$ cat config.mk
export PLATFORM = sky130hd
export DESIGN_NAME = output_delta_flat
export DESIGN_NICKNAME = d
export VERILOG_FILES = /design/src/rtl/output_delta_if.sv /design/src/rtl/output_delta.sv /design/src/flat_wrapper.sv
export SDC_FILE = /design/constraint.sdc
export NUM_CORES = 2
export LEC_CHECK = 0
export CORE_ASPECT_RATIO = 1.4
export CORE_MARGIN = 8
export CORE_UTILIZATION = 64
export CTS_BUF_LIST = sky130_fd_sc_hd__clkbuf_8 sky130_fd_sc_hd__clkbuf_16
export CTS_CLUSTER_DIAMETER = 40
export DETAILED_ROUTE_END_ITERATION = 8
export PLACE_DENSITY = 0.83
export SYNTH_ARGS = -nofsm -noshare
export SYNTH_HDL_FRONTEND = slang
export SYNTH_SLANG_ARGS = --single-unit
$ cat constraint.sdc
create_clock -name clk -period 12.1 [get_ports clk]
set_input_delay 2.42 -clock clk [delete_from_list [all_inputs] [get_ports clk]]
set_output_delay 2.42 -clock clk [all_outputs]
set_load 0.1 [all_outputs]
$ cat src/rtl/output_delta_if.sv
// rtl/output_delta_if.sv - request/result bundle for the output-layer delta engine
interface output_delta_if;
  logic        start;
  logic [31:0] a3_1;
  logic [31:0] a3_2;
  logic [31:0] t_1;
  logic [31:0] t_2;
  logic [31:0] delta3_1;
  logic [31:0] delta3_2;
  logic        busy;
  logic        done;

  modport master (
    output start, a3_1, a3_2, t_1, t_2,
    input  delta3_1, delta3_2, busy, done
  );

  modport slave (
    input  start, a3_1, a3_2, t_1, t_2,
    output delta3_1, delta3_2, busy, done
  );
endinterface

$ cat src/rtl/output_delta.sv
// rtl/output_delta.sv - Q8.24 output-layer deltas (a-t)*a*(1-a) on one shared multiplier
// Optional feature: define OUTPUT_DELTA_SAT_EN to clamp subtractions and product slices.
module output_delta (
  input  logic          clk,
  input  logic          reset,
  output_delta_if.slave bus
);

  localparam logic [31:0] Q_ONE = 32'h0100_0000;

  typedef enum logic [2:0] {
    IDLE = 3'd0,
    P1   = 3'd1,
    D1   = 3'd2,
    P2   = 3'd3,
    D2   = 3'd4,
    FIN  = 3'd5
  } state_t;

  state_t state;
  state_t state_nxt;

  logic [31:0] a1_r;
  logic [31:0] a2_r;
  logic [31:0] t1_r;
  logic [31:0] t2_r;
  logic [31:0] p_r;
  logic [31:0] d1_r;
  logic [31:0] out1_r;
  logic [31:0] out2_r;

  logic [31:0]        mul_a;
  logic [31:0]        mul_b;
  logic signed [63:0] ext_a;
  logic signed [63:0] ext_b;
  logic signed [63:0] prod;
  logic [31:0]        prod_q;
  logic               busy_c;
  logic               done_c;

  function automatic logic [31:0] sub_q(input logic [31:0] x, input logic [31:0] y);
`ifdef OUTPUT_DELTA_SAT_EN
    logic [32:0] w;
    w = {x[31], x} - {y[31], y};
    if (w[32] != w[31])
      sub_q = w[32] ? 32'h8000_0000 : 32'h7FFF_FFFF;
    else
      sub_q = w[31:0];
`else
    sub_q = x - y;
`endif
  endfunction

  // Keep bits [55:24]; dropping the low bits of a two's-complement value floors it.
  function automatic logic [31:0] slice_q(input logic signed [63:0] p);
`ifdef OUTPUT_DELTA_SAT_EN
    if (p[63:55] != {9{p[63]}})
      slice_q = p[63] ? 32'h8000_0000 : 32'h7FFF_FFFF;
    else
      slice_q = p[55:24];
`else
    slice_q = p[55:24];
`endif
  endfunction

  always_ff @(posedge clk) begin
    if (reset)
      state <= IDLE;
    else
      state <= state_nxt;
  end

  always_comb begin
    state_nxt = state;
    busy_c    = 1'b1;
    done_c    = 1'b0;
    case (state)
      IDLE: begin
        busy_c = 1'b0;
        if (bus.start)
          state_nxt = P1;
      end
      P1:  state_nxt = D1;
      D1:  state_nxt = P2;
      P2:  state_nxt = D2;
      D2:  state_nxt = FIN;
      FIN: begin
        done_c    = 1'b1;
        state_nxt = IDLE;
      end
      default: begin
        busy_c    = 1'b0;
        state_nxt = IDLE;
      end
    endcase
  end

  // Operand steering for the single time-shared multiplier.
  always_comb begin
    mul_a = 32'h0;
    mul_b = 32'h0;
    case (state)
      P1: begin
        mul_a = a1_r;
        mul_b = sub_q(Q_ONE, a1_r);
      end
      D1: begin
        mul_a = sub_q(a1_r, t1_r);
        mul_b = p_r;
      end
      P2: begin
        mul_a = a2_r;
        mul_b = sub_q(Q_ONE, a2_r);
      end
      D2: begin
        mul_a = sub_q(a2_r, t2_r);
        mul_b = p_r;
      end
      default: begin
        mul_a = 32'h0;
        mul_b = 32'h0;
      end
    endcase
  end

  assign ext_a  = {{32{mul_a[31]}}, mul_a};
  assign ext_b  = {{32{mul_b[31]}}, mul_b};
  assign prod   = ext_a * ext_b;
  assign prod_q = slice_q(prod);

  always_ff @(posedge clk) begin
    if (reset) begin
      a1_r   <= 32'h0;
      a2_r   <= 32'h0;
      t1_r   <= 32'h0;
      t2_r   <= 32'h0;
      p_r    <= 32'h0;
      d1_r   <= 32'h0;
      out1_r <= 32'h0;
      out2_r <= 32'h0;
    end else begin
      case (state)
        IDLE: begin
          if (bus.start) begin
            a1_r <= bus.a3_1;
            a2_r <= bus.a3_2;
            t1_r <= bus.t_1;
            t2_r <= bus.t_2;
          end
        end
        P1: p_r  <= prod_q;
        D1: d1_r <= prod_q;
        P2: p_r  <= prod_q;
        // Both outputs change together on the edge into FIN.
        D2: begin
          out1_r <= d1_r;
          out2_r <= prod_q;
        end
        default: begin
        end
      endcase
    end
  end

  assign bus.delta3_1 = out1_r;
  assign bus.delta3_2 = out2_r;
  assign bus.busy     = busy_c;
  assign bus.done     = done_c;

endmodule

$ cat src/flat_wrapper.sv
// flat-port wrapper written by rule: the top's interface ports become plain ports
module output_delta_flat 
  (clk, reset, bus_start, bus_a3_1, bus_a3_2, bus_t_1, bus_t_2, bus_delta3_1, bus_delta3_2, bus_busy, bus_done);
  output_delta_if bus_i ();
  input  logic clk;
  input  logic reset;
  input wire logic [$bits(bus_i.start)-1:0] bus_start;
  input wire logic [$bits(bus_i.a3_1)-1:0] bus_a3_1;
  input wire logic [$bits(bus_i.a3_2)-1:0] bus_a3_2;
  input wire logic [$bits(bus_i.t_1)-1:0] bus_t_1;
  input wire logic [$bits(bus_i.t_2)-1:0] bus_t_2;
  output wire logic [$bits(bus_i.delta3_1)-1:0] bus_delta3_1;
  output wire logic [$bits(bus_i.delta3_2)-1:0] bus_delta3_2;
  output wire logic [$bits(bus_i.busy)-1:0] bus_busy;
  output wire logic [$bits(bus_i.done)-1:0] bus_done;
  assign bus_i.start = bus_start;
  assign bus_i.a3_1 = bus_a3_1;
  assign bus_i.a3_2 = bus_a3_2;
  assign bus_i.t_1 = bus_t_1;
  assign bus_i.t_2 = bus_t_2;
  assign bus_delta3_1 = bus_i.delta3_1;
  assign bus_delta3_2 = bus_i.delta3_2;
  assign bus_busy = bus_i.busy;
  assign bus_done = bus_i.done;
  output_delta u_core (.clk(clk), .reset(reset), .bus(bus_i));
endmodule
; After elaboration in Yosys (flattened, before gate mapping)
; Index checks and enable logic that the tools add are counted.
[totals]
inputBits = 131
out_inout_bits = 66
wordCells = 31
ff_bits = 259
[op_classes]
reduce_logical = 5
mul = 1
n_mux = 6
add_sub_neg = 4
eq_ne = 6
[op_table]
columns = op, n
row1 = $pmux 32 s4, 1
row2 = $pmux 32 s3, 1
row3 = $sub 25x32->32 const A, 2
row4 = $sub 32x32->32, 2
row5 = $mul 32x32->56, 1
row6 = $pmux 3 s5, 1
row7 = $eq 3x2->1 const B, 2
row8 = $eq 3x3->1 const B, 2
row9 = $reduce_or 5->1, 1
row10 = $reduce_or 2->1, 2
row11 = $eq 3x1->1 const B, 1
row12 = $logic_not 3->1, 1
row13 = $mux 3, 1
row14 = $mux 1, 2
row15 = $ne 2x2->1 const B, 1
row16 = $reduce_and 2->1, 1

; Longest topological paths before layout
[logic_depth]
depth_word = 4
depth_mapped = 45
ltp_nobuf = 43

; Worst setup path after synthesis
; OpenSTA, ideal clock, no wires.
[synth_timing]
path_type = register to register
from = reg u_core.t1_r[1]
to = reg u_core.out2_r[28], in the netlist u_core.bus.delta3_2[28]
t_arrival_ns = 10.673
synth_period_minus_slack_ns = 10.739
stages_incl_launch_ff = 43
required_ns = 12.034
path_slack_ns = 1.361
setup_ns = 0.066
cell_sequence = dfxtp_1 > inv_1 > ha_1 > nor2b_1 > o31ai_1 > a21oi_1 > a21o_1 > a21o_1 > a31oi_1 > nor2b_1 > or2_2 > a21oi_1 > xnor2_1 > a221oi_1 > clkbuf_1 > nor2_1 > fa_1 > fa_1 > (+7 left out) > inv_1 > fa_1 > inv_1 > fa_1 > inv_1 > ha_1 > and3_1 > a311o_1 > a211o_1 > a211oi_2 > o211ai_1 > a41o_1 > a221o_1 > a221o_1 > a21oi_4 > o21bai_2 > a2111o_1 > nand3_1
[synth_via]
elab_chain_cells = 3
[synth_rtl]
columns = element, line
row1 = "start, declared", output_delta.sv:25  ; logic [31:0] t1_r;
row2 = "start signal, assigned", output_delta.sv:147  ; t1_r <= bus.t_1;
row3 = $sub 32x32->32, output_delta.sv:50  ; sub_q = x - y;
row4 = $pmux 32 s4, output_delta.sv:102  ; case (state)
row5 = $mul 32x32->56, output_delta.sv:128  ; assign prod = ext_a * ext_b;
row6 = "end signal, assigned", output_delta.sv:157  ; out2_r <= prod_q;
row7 = "end, declared", output_delta.sv:30  ; logic [31:0] out2_r;
; No other way between the ends.
; A chain may end at the register's enable or synchronous reset.

; Worst setup path after layout
[layout_timing]
from = reg u_core.a1_r[0]
to = reg u_core.d1_r[31]
[layout_via]
elab_chain_cells = 3
word_cells_on_any_way = 5
[layout_rtl]
columns = element, line
row1 = "start, declared", output_delta.sv:23  ; logic [31:0] a1_r;
row2 = "start signal, assigned", output_delta.sv:145  ; a1_r <= bus.a3_1;
row3 = $sub 32x32->32 / $sub 25x32->32 (equally long branches), output_delta.sv:50
row4 = $pmux 32 s4 / $pmux 32 s3 (equally long branches), output_delta.sv:102
row5 = $mul 32x32->56 (*), output_delta.sv:128
row6 = "end signal, assigned", output_delta.sv:152  ; D1: d1_r <= prod_q;
row7 = "end, declared", output_delta.sv:28  ; logic [31:0] d1_r;
; Every way passes the cells marked *; elsewhere a longest branch is shown, timed or not.

==> results.sh <==
export IMPL_drive_above_1_share_pct=5.42
export IMPL_rsz0062_at_grt="false"
export IMPL_ant_nets=0
export IMPL_routed_via_density=6.07
export IMPL_first_iter_violations=3568
export IMPL_cp_slowest_cell="fa_1"
export IMPL_max_slew_margin_pct=10.1
export IMPL_path_max_fanout=14
export IMPL_power_density_mw_per_mm2=165
export IMPL_setup_viol=0
export IMPL_die_h_um=338
export IMPL_synth_edf_count=0
export IMPL_numCtsBuffers=26
export IMPL_cts_tree="done"
export IMPL_totalWireLength_um=166000
export IMPL_peakVddDrop_v=0.000197
export IMPL_final_util_pct=70.4
export IMPL_ios=197
export IMPL_post_route_period_util_pct=96.4
export IMPL_grt_max_degree=99
export IMPL_htree_levels=1
export IMPL_yosys_cell_types_count=99
export IMPL_grt_first_pass_wirelength_um=254000
export IMPL_clock_sinks=259
export IMPL_hold_class="register to register"
export IMPL_worstSetupEndpointType="register"
export IMPL_cp_common_cell="fa_1"
export IMPL_drv_cap=0
export IMPL_track_usage_pct=40.7
export IMPL_maxSlewViolCount=0
export IMPL_clk_pin_slew_ps=70
export IMPL_dp_hpwl_um=135000
export IMPL_min_period_ps=11670
export IMPL_overflow=0
export IMPL_route_detailed_drc=1
export IMPL_io_buffers=196
export IMPL_dpl_instance_area_sq_mm=0.0510
export IMPL_grt_pass1_vias=43617
export IMPL_antenna_found_initial=2
export IMPL_initial_utilization_pct=64.2
export IMPL_syn_to_final_growth_pct=9.54
export IMPL_num_rows=118
export IMPL_tns_ps=0
export IMPL_synth_flop_cell="dfxtp_1"
export IMPL_hold_worst_slack_ps=456
export IMPL_synth_seq_cells=259
export IMPL_max_stage_delay_ps=550
export IMPL_clockRootBuffer="clkbuf_16"
export IMPL_start_kind="register"
export IMPL_nets=7160
export IMPL_fmax_mhz=85.7
export IMPL_violations="DRC"
export IMPL_hold_violations=0
export IMPL_vias=41217
export IMPL_path_class="register to register"
export IMPL_syn_avg_cell_area_sq_um=8.28
export IMPL_crit_buf_inv=10
export IMPL_fill_cells=5782
export IMPL_core_sq_mm=0.0737
export IMPL_syn_instance_count=5717
export IMPL_routedWlPerCell_um=24.4
export IMPL_gp_congestion=1.04
export IMPL_clk_path_buf_depth=3
export IMPL_postCtsSetupBuffers=0
export IMPL_arrival_ps=12130
export IMPL_yosysSeqAreaShare_pct=11.0
export IMPL_dieArea_sq_mm=0.0830
export IMPL_worst_ep_required_time_ps=12560
export IMPL_worst_skew_pair_late_latency_ps=610
export IMPL_fin_area_sq_mm=0.0518
export IMPL_leakage_nw=24.2
export IMPL_skew_ps=52.8
export IMPL_worstMarginPinSlew_ps=1340
export IMPL_synth_area_sq_mm=0.0473
export IMPL_status="finished with violations"
export IMPL_yosys_warnings=0
export IMPL_crit_family="adder cells"
export IMPL_syn_num_nets=7066
export IMPL_drt_pre_antenna_iters=9
export IMPL_die_x_um=246
export IMPL_synthArstFlopShare_pct=0
==> sequential cells by signal, indices dropped and copies added (netlist names) <==
signal               count
u_core.a1_r             32
u_core.a2_r             32
u_core.state             3
u_core.t2_r             32
u_core.t1_r             32
u_core.d1_r             32
u_core.p_r              32
u_core.bus.delta3_1     32
u_core.bus.delta3_2     32
==> placed cells by master, fill, tap and decap left out, drive strengths merged, types with 23 or more instances in the layout <==
cell and count:
mux2i 47, inv 1112, o21a 30, nand2b 23
nor2 623, dfxtp 259, fa 984, nor3 42
a21o 59, clkbuf 29, and3 23, buf 185
nand3 46, o21ai 79, xnor2 86, a21oi 343
clkdlybuf4s50 195, nand4 35, and2 25, ha 234
xor2 51, nand2 1024
==> per-layer routing <==
layer | wire length [um] | share of wire [%] | global-route usage [%]
met1 | 53700 | 32 | 44.9
met3 | 16300 | 9.9 | 9.37
met4 | 18100 | 11 | 34.6
met2 | 77700 | 47 | 66.3
met5 | 12 | 0.0072 | 0
==> synthesized netlist by cell type, types with 6 or more instances <==
cell | instances | share of area (%)
a211o_1 | 6 | 0.11
a211oi_1 | 15 | 0.24
a21o_1 | 59 | 0.94
a21oi_1 | 341 | 3.6
a221o_1 | 15 | 0.32
a221oi_1 | 15 | 0.28
a22o_1 | 8 | 0.15
a22oi_1 | 9 | 0.14
a31oi_1 | 12 | 0.16
and2_1 | 25 | 0.33
and3_1 | 23 | 0.30
buf_1 | 20 | 0.16
clkbuf_1 | 284 | 2.3
clkinv_1 | 7 | 0.056
dfxtp_1 | 259 | 11
fa_1 | 984 | 42
ha_1 | 234 | 6.2
inv_1 | 1104 | 8.8
mux2_2 | 6 | 0.14
mux2i_1 | 46 | 0.97
nand2_1 | 1024 | 8.1
nand2b_1 | 23 | 0.30
nand3_1 | 46 | 0.49
nand4_1 | 34 | 0.45
nor2_1 | 623 | 4.9
nor2b_1 | 13 | 0.17
nor3_1 | 41 | 0.43
nor4_1 | 9 | 0.12
o211ai_1 | 12 | 0.19
o21a_1 | 30 | 0.48
o21ai_0 | 67 | 0.71
o21ai_1 | 11 | 0.12
o21bai_1 | 17 | 0.27
o22ai_1 | 13 | 0.17
o31ai_1 | 7 | 0.11
or2_2 | 9 | 0.12
or4_1 | 6 | 0.095
xnor2_1 | 85 | 1.6
xor2_1 | 51 | 0.94
==> what timing repair did <==
item,CTS,global route
endpoints found under the setup margin,0,2
gates resized for setup,0,1
hold buffers,0,0
endpoints found under the hold margin,0,0
==> power by group <==
group          total (mW)  internal, mW  switching, mW  leakage (nW)
registers            1.11         0.977          0.136          2.11
logic                6.61          2.21           4.39          21.6
clock network       0.824         0.439          0.385         0.433
total                8.54          3.63           4.91          24.2
==> kinds of logic after synthesis <==
group                    after synthesis  share of synthesized area, %
AND/OR/NAND/NOR                     1910                          16.5
buffers and inverters               1426                          11.4
adder cells (fa/ha/maj)             1218                          47.8
AO/OA/AOI/OAI                        711                          9.52
flip-flops                           259                          11.0
XOR/XNOR                             140                          2.69
multiplexers                          53                          1.14
==> worst register-to-register path, delay by kind of cell (launching register included) <==
kind / cells / cell delay [ps]
AO/OA/AOI/OAI: 14 / 3290
flip-flops: 1 / 400
adder cells (fa/ha/maj): 11 / 5050
XOR/XNOR: 3 / 1000
AND/OR/NAND/NOR: 4 / 540
buffers and inverters: 10 / 1210
==> path summary, 6_finish.rpt <==
kind	startpoint	slack, ps	cells past startpoint	end
max	u_core.a1_r[0]$_SDFFE_PP0P_	430	42	u_core.d1_r[31]$_SDFFE_PP0P_
min	u_core.d1_r[30]$_SDFFE_PP0P_	460	2	u_core.bus.delta3_1[30]$_SDFFE_PP0P_
max reg2reg	u_core.a1_r[0]$_SDFFE_PP0P_	430	42	u_core.d1_r[31]$_SDFFE_PP0P_
min reg2reg	u_core.d1_r[30]$_SDFFE_PP0P_	460	2	u_core.bus.delta3_1[30]$_SDFFE_PP0P_
==> metrics by stage <==
stage,std cells,power [mW],worst slack (ps)
detailed placement,6743,7.45,541
CTS,6790,8.33,456
global route,6790,8.99,61.4
finish,6791,8.54,433
floorplan,5717,4.95,1360
global placement,6743,7.33,710
==> layout make-up <==
type	instances	area, sq um	share of cell area [%]
Tap cell	960	1200	2.32
Sequential cell	259	5190	10.0
Timing Repair Buffer	381	3420	6.59
Multi-Input combinational cell	4032	37000	71.4
Antenna cell	1	2.50	0.00483
Clock buffer	28	678	1.31
Clock inverter	19	183	0.352
Inverter	1111	4170	8.04
No activity file was read; power rests on OpenSTA's default activity.
